`src/rtl/hilo_muldiv.sv`:
```
// Iterative HI/LO multiply/divide unit: one shift-add or restoring-divide step per cycle.
// Signed operations run on magnitudes; the sign fix-up is folded into the final RUN step.
module hilo_muldiv #(
    parameter int WIDTH = 32,
    parameter int CNT_W = 6
) (
    input  logic             clk,
    input  logic             rst,
    input  logic             start_i,
    input  logic [1:0]       op_i,
    input  logic [WIDTH-1:0] opa_i,
    input  logic [WIDTH-1:0] opb_i,
    input  logic             annul_i,
    output logic             busy_o,
    output logic             ready_o,
    output logic [WIDTH-1:0] hi_o,
    output logic [WIDTH-1:0] lo_o,
    output logic [1:0]       state_dbg
);

    typedef enum logic [1:0] {
        S_IDLE    = 2'd0,
        S_RUN     = 2'd1,
        S_DIVZERO = 2'd2,
        S_DONE    = 2'd3
    } state_t;

    state_t state, state_nxt;

    logic [CNT_W-1:0] cnt;
    logic [WIDTH-1:0] hi_w, lo_w, opd_mag;
    logic [WIDTH-1:0] hold_hi, hold_lo;
    logic             is_div, neg_q, neg_r;

    logic             accept, divzero_in, a_neg_in, b_neg_in, last_iter;
    logic [WIDTH-1:0] opa_mag_in, opb_mag_in;
    logic [WIDTH:0]   mul_sum, div_shift, div_diff;
    logic             div_ok;
    logic [WIDTH-1:0] step_hi, step_lo, fin_hi, fin_lo;
    logic [2*WIDTH-1:0] prod_neg;

    // Handshake: start_i is a request sampled only in IDLE; ready_o is a one-cycle
    // valid strobe for hi_o/lo_o with no back-pressure; annul_i aborts and masks ready_o.
    assign accept     = start_i && !annul_i;
    assign divzero_in = op_i[1] && (opb_i == '0);
    assign a_neg_in   = !op_i[0] && opa_i[WIDTH-1];
    assign b_neg_in   = !op_i[0] && opb_i[WIDTH-1];
    assign opa_mag_in = a_neg_in ? -opa_i : opa_i;
    assign opb_mag_in = b_neg_in ? -opb_i : opb_i;
    assign last_iter  = (cnt == CNT_W'(WIDTH - 1));

    // Multiply: lo_w holds the multiplier and shifts right as product bits enter from hi_w.
    assign mul_sum   = {1'b0, hi_w} + (lo_w[0] ? {1'b0, opd_mag} : '0);
    // Divide: lo_w holds the dividend, shifting left while quotient bits enter at bit 0.
    assign div_shift = {hi_w, lo_w[WIDTH-1]};
    assign div_diff  = div_shift - {1'b0, opd_mag};
    assign div_ok    = !div_diff[WIDTH];

    always_comb begin
        if (is_div) begin
            step_hi = div_ok ? div_diff[WIDTH-1:0] : div_shift[WIDTH-1:0];
            step_lo = {lo_w[WIDTH-2:0], div_ok};
        end else begin
            step_hi = mul_sum[WIDTH:1];
            step_lo = {mul_sum[0], lo_w[WIDTH-1:1]};
        end
    end

    always_comb begin
        prod_neg = -{step_hi, step_lo};
        if (is_div) begin
            fin_hi = neg_r ? -step_hi : step_hi;
            fin_lo = neg_q ? -step_lo : step_lo;
        end else begin
            fin_hi = neg_q ? prod_neg[2*WIDTH-1:WIDTH] : step_hi;
            fin_lo = neg_q ? prod_neg[WIDTH-1:0] : step_lo;
        end
    end

    always_ff @(posedge clk) begin
        if (rst) state <= S_IDLE;
        else     state <= state_nxt;
    end

    always_comb begin
        state_nxt = state;
        case (state)
            S_IDLE:    if (accept) state_nxt = divzero_in ? S_DIVZERO : S_RUN;
            S_RUN:     if (annul_i) state_nxt = S_IDLE;
                       else if (last_iter) state_nxt = S_DONE;
            S_DIVZERO: state_nxt = annul_i ? S_IDLE : S_DONE;
            S_DONE:    state_nxt = S_IDLE;
            default:   state_nxt = S_IDLE;
        endcase
    end

    always_comb begin
        busy_o    = (state != S_IDLE);
        ready_o   = (state == S_DONE) && !annul_i;
        hi_o      = ready_o ? hi_w : hold_hi;
        lo_o      = ready_o ? lo_w : hold_lo;
        state_dbg = state;
    end

    always_ff @(posedge clk) begin
        if (rst) begin
            cnt     <= '0;
            hi_w    <= '0;
            lo_w    <= '0;
            opd_mag <= '0;
            is_div  <= 1'b0;
            neg_q   <= 1'b0;
            neg_r   <= 1'b0;
            hold_hi <= '0;
            hold_lo <= '0;
        end else begin
            case (state)
                S_IDLE: if (accept) begin
                    cnt    <= '0;
                    is_div <= op_i[1];
                    neg_q  <= a_neg_in ^ b_neg_in;
                    neg_r  <= a_neg_in;
                    if (divzero_in) begin
                        hi_w    <= opa_i;
                        lo_w    <= '1;
                        opd_mag <= '0;
                    end else if (op_i[1]) begin
                        hi_w    <= '0;
                        lo_w    <= opa_mag_in;
                        opd_mag <= opb_mag_in;
                    end else begin
                        hi_w    <= '0;
                        lo_w    <= opb_mag_in;
                        opd_mag <= opa_mag_in;
                    end
                end
                S_RUN: if (!annul_i) begin
                    if (last_iter) begin
                        hi_w <= fin_hi;
                        lo_w <= fin_lo;
                    end else begin
                        cnt  <= cnt + CNT_W'(1);
                        hi_w <= step_hi;
                        lo_w <= step_lo;
                    end
                end
                S_DONE: if (!annul_i) begin
                    hold_hi <= hi_w;
                    hold_lo <= lo_w;
                end
                default: ;
            endcase
        end
    end

endmodule

```
`config.mk`:
```
export PLATFORM = sky130hd
export DESIGN_NAME = hilo_muldiv
export DESIGN_NICKNAME = d
export VERILOG_FILES = /design/src/rtl/hilo_muldiv.sv
export SDC_FILE = /design/constraint.sdc
export NUM_CORES = 1
export LEC_CHECK = 0
export CORE_MARGIN = 4
export CORE_UTILIZATION = 50
export DETAILED_ROUTE_END_ITERATION = 12
export GPL_TIMING_DRIVEN = 0
export PLACE_DENSITY = 0.7
export SYNTH_ARGS = -nofsm -noshare
export SYNTH_HDL_FRONTEND = slang
export SYNTH_SLANG_ARGS = --single-unit
```
`constraint.sdc`:
```
create_clock -name clk -period 7.4 [get_ports clk]
set_input_delay 0.74 -clock clk [delete_from_list [all_inputs] [get_ports clk]]
set_output_delay 0.74 -clock clk [all_outputs]
set_load 0.05 [all_outputs]
```
==> results.toml <==
[outcome]
outcome = "finished, violations left"
violations = "capacitance limit, slew limit"

[clocking]
clk_pin_slew_ns = 0.09
cts_setup_buffers = 0
cts_buffers = 17
clk_latency_ns = 0.47
cts_tree = "yes"
clock_sinks = 171
cts-root-buf = "clkbuf_16"
cts.path.max_buffers = 2
htree_levels = 4

[sta]
max_freq_mhz = 136
maxSlewViolCount = 4
hold_slack_ns = 0.490
fin_crit_sh = 0.992
worst_slew_pin_slew_ns = 1.52
setup_tns_ns = 0
post-route-min-period_ns = 7.34
hold_viol_final = 0
slew_headroom = -0.0254
fin_skew_ns = 0.0217
rsz0062_at_grt = "no"
setup_viol = 0

[route]
via_per_inst = 6.57
ant_nets = 0
drt_iter0_drc = 2854
route.met3.wl_um = 10400
m1WireLength_um = 29900
dr.pass1.iters = 7
postRouteWirelength_um = 79500
avgRoutedWirePerCell_um = 26.5
highest_layer = "met4"
drc_errors = 0
met2WireLength_um = 32400
vias = 19700

[yosys]
synthMuxAreaShare = 0.0380
synth-edff-count = 0
synth_top_family_by_area = "simple AND/OR/NAND/NOR gates"
async_flop_share = 0
synth-simple-area-share = 0.284
synth_fa_ha_area_frac = 0.0571
synth_compound_area_frac = 0.274
synth_nets = 2529
syn_area_per_cell_um2 = 6.91
syn_inst = 2385
yosys_warnings = 0
synth_seq_area_share = 0.208
synth-xor-area-share = 0.0861
postSynthRegisterBits = 171
netlist_area_um2 = 16500
ys.flop_type = "dfxtp_1"
synthDistinctLibCells = 86

[power]
powerDensity_nw_per_um2 = 336
intPower_mw = 2.87
p_leak_nw = 7.46
pwr-share-clk = 0.152
p_sw_mw = 3.52
seq_power_share = 0.205
comb_power_share = 0.642
ir_drop_mv = 0.211
netSwitchingFraction = 0.551

[placement]
post-dp-hpwl_um = 63800
globalplace.congestion = 1.12
dp.cells = 2963
port_buffers = 136

[finish]
area_growth_pct = 15.5
fin_util = 0.585
final_nets = 2681
drive_gt1_frac = 0.0424
fillCellCount = 3194
stdcell_count = 2994

[floorplanning]
fp.dieH_um = 190
initial_utilization = 0.506
pin_count = 138
rows = 66
core_um2 = 32500
die_area_um2 = 35900
die_w_um = 190

[global_routing]
grt_overflow = 0
antenna_found_initial = 2
grt_max_degree = 20
track_usage = 0.428
grt_pass1_vias = 18400
grt_pass1_wl_um = 115000

[setup_path]
crit_type = "reg -> reg"
critPathLaunchType = "flop"
startpoint = "lo_w[31]"
worstPathArrival_ns = 7.68
crit_end = "hi_w[24]"
rr_startpoint = "lo_w[31]"
crit_fanout = 8
r2r_slack_ns = 0.06
rr_worst_depth = 24
critPathCaptureType = "flop"
r2r-end = "hi_w[24]"
required_ns = 7.74

[hold_path]
hp-class = "reg -> reg"

[flow_run]
cap_viol_max_count = 1
==> flip-flops by register name (all words and copies together), names as in the netlist <==
| name | flops |
|---|---|
| cnt | 6 |
| hi_w | 32 |
| hold_hi | 32 |
| hold_lo | 32 |
| is_div | 1 |
| lo_w | 32 |
| neg_q | 1 |
| neg_r | 1 |
| opd_mag | 32 |
| state_dbg | 2 |
==> per-layer routing <==
metal / track usage / vias to the layer above
met5: 0 / -
met4: 0.299 / 0
met3: 0.111 / 321
met2: 0.626 / 1436
met1: 0.549 / 9094
li1: - / 8806
==> stage by stage <==
step                      power [mW]  area, µm²  setup slack, ns
after floorplan                 3.89      16500             1.61
after global placement          5.16      18400            -1.87
after detailed placement        5.20      18400            -1.34
after CTS                       6.18      19000           0.0380
after global routing            6.66      19000           0.0398
final                           6.39      19000           0.0625
==> synth_stat cells (19+ instances only) <==
cell type	instances	area (µm²)
ha_1	72	901
or3_1	19	119
a21oi_1	201	1010
a211oi_1	33	248
xnor2_1	85	744
clkbuf_1	122	458
nand4_1	27	169
a221oi_1	39	342
inv_1	67	251
nand3_1	34	170
nor3_1	93	465
a21o_1	35	263
o21ai_0	140	701
dfxtp_1	171	3420
o211ai_1	40	300
nor4_1	19	119
a31oi_1	26	163
nor2_1	220	826
mux2i_1	49	490
nand2_1	399	1500
and2_1	47	294
o31ai_1	26	195
xor2_1	77	674
nor2b_1	84	526
==> how the worst min path moves through the flow <==
stage | startpoint | endpoint | slack, ns | cells past startpoint
finish | opd_mag[28] | opd_mag[28] | 0.49 | 2
global route | opd_mag[28] | opd_mag[28] | 0.49 | 2
CTS | opd_mag[28] | opd_mag[28] | 0.48 | 2
detailed placement | opd_mag[28] | opd_mag[28] | 0.47 | 2
global placement | opd_mag[29] | opd_mag[29] | 0.48 | 2
floorplan | opd_mag[10] | opd_mag[10] | 0.44 | 2
==> layout make-up <==
type,count,area [µm²],share of cell area
multi-input cells,1993,12200,0.642
flip-flops and latches,171,3420,0.180
repair buffers,136,1360,0.0715
plain buffers,149,602,0.0316
well taps,442,553,0.0291
clock buffers,18,439,0.0231
inverters,69,259,0.0136
clock inverters,14,178,0.00934
diodes,2,5.00,0.000263
==> cells in the final DEF, fill, tap and decap left out, types with 35 or more instances in the layout <==
master	n
a21o_1	35
a21oi_1	201
a221oi_1	39
and2_1	47
clkbuf_1	116
clkdlybuf4s50_1	136
dfxtp_1	171
ha_1	72
inv_1	67
mux2i_1	49
nand2_1	399
nor2_1	220
nor2b_1	84
nor3_1	93
o211ai_1	40
o21ai_0	139
xnor2_1	85
xor2_1	77
==> cell families (layout without fill, tap and decap cells) <==
family | count (synthesis) | count (layout)
AND/OR/NAND/NOR | 1011 | 1011
adder cells (fa/ha/maj) | 74 | 74
buffers and inverters | 221 | 386
AO/OA/AOI/OAI | 685 | 685
XOR/XNOR | 162 | 162
other | 0 | 2
flip-flops | 171 | 171
multiplexers | 61 | 61
==> power by group through the flow <==
stage / Combinational (mW) / Sequential, mW / Clock, mW
2_1_floorplan: 2.72 / 1.17 / 0
3_3_place_gp: 3.86 / 1.30 / 0
3_5_place_dp: 3.89 / 1.31 / 0
4_1_cts: 3.92 / 1.28 / 0.971
5_1_grt: 4.34 / 1.30 / 1.01
6_report: 4.10 / 1.31 / 0.973
==> repair_timing <==
item,CTS,global route
gates resized for setup,5,4
setup endpoints to repair,23,11
gates cloned,0,0
hold buffers,0,0
==> worst max-delay path, cell delays in order (launching register included) <==
cell       delay, ns
dfxtp_1         0.63
inv_1           0.22
ha_1            0.27
inv_1           0.07
fa_1            0.25
a211o_1         0.23
and3_1          0.25
o21ai_2         0.10
a21bo_2         0.24
a21boi_1        0.63
nor2_2          0.35
a21oi_1         0.40
ha_1            0.26
o21ai_0         0.13
nand2b_1        0.20
or3_1           0.51
a2111oi_4       0.68
and2_1          0.30
nor2b_1         0.08
o21ai_2         0.41
o21bai_1        0.13
o31ai_1         0.32
xor2_1          0.15
a221oi_1        0.28
nor3_1          0.08
(Power assumes the default switching activity.)
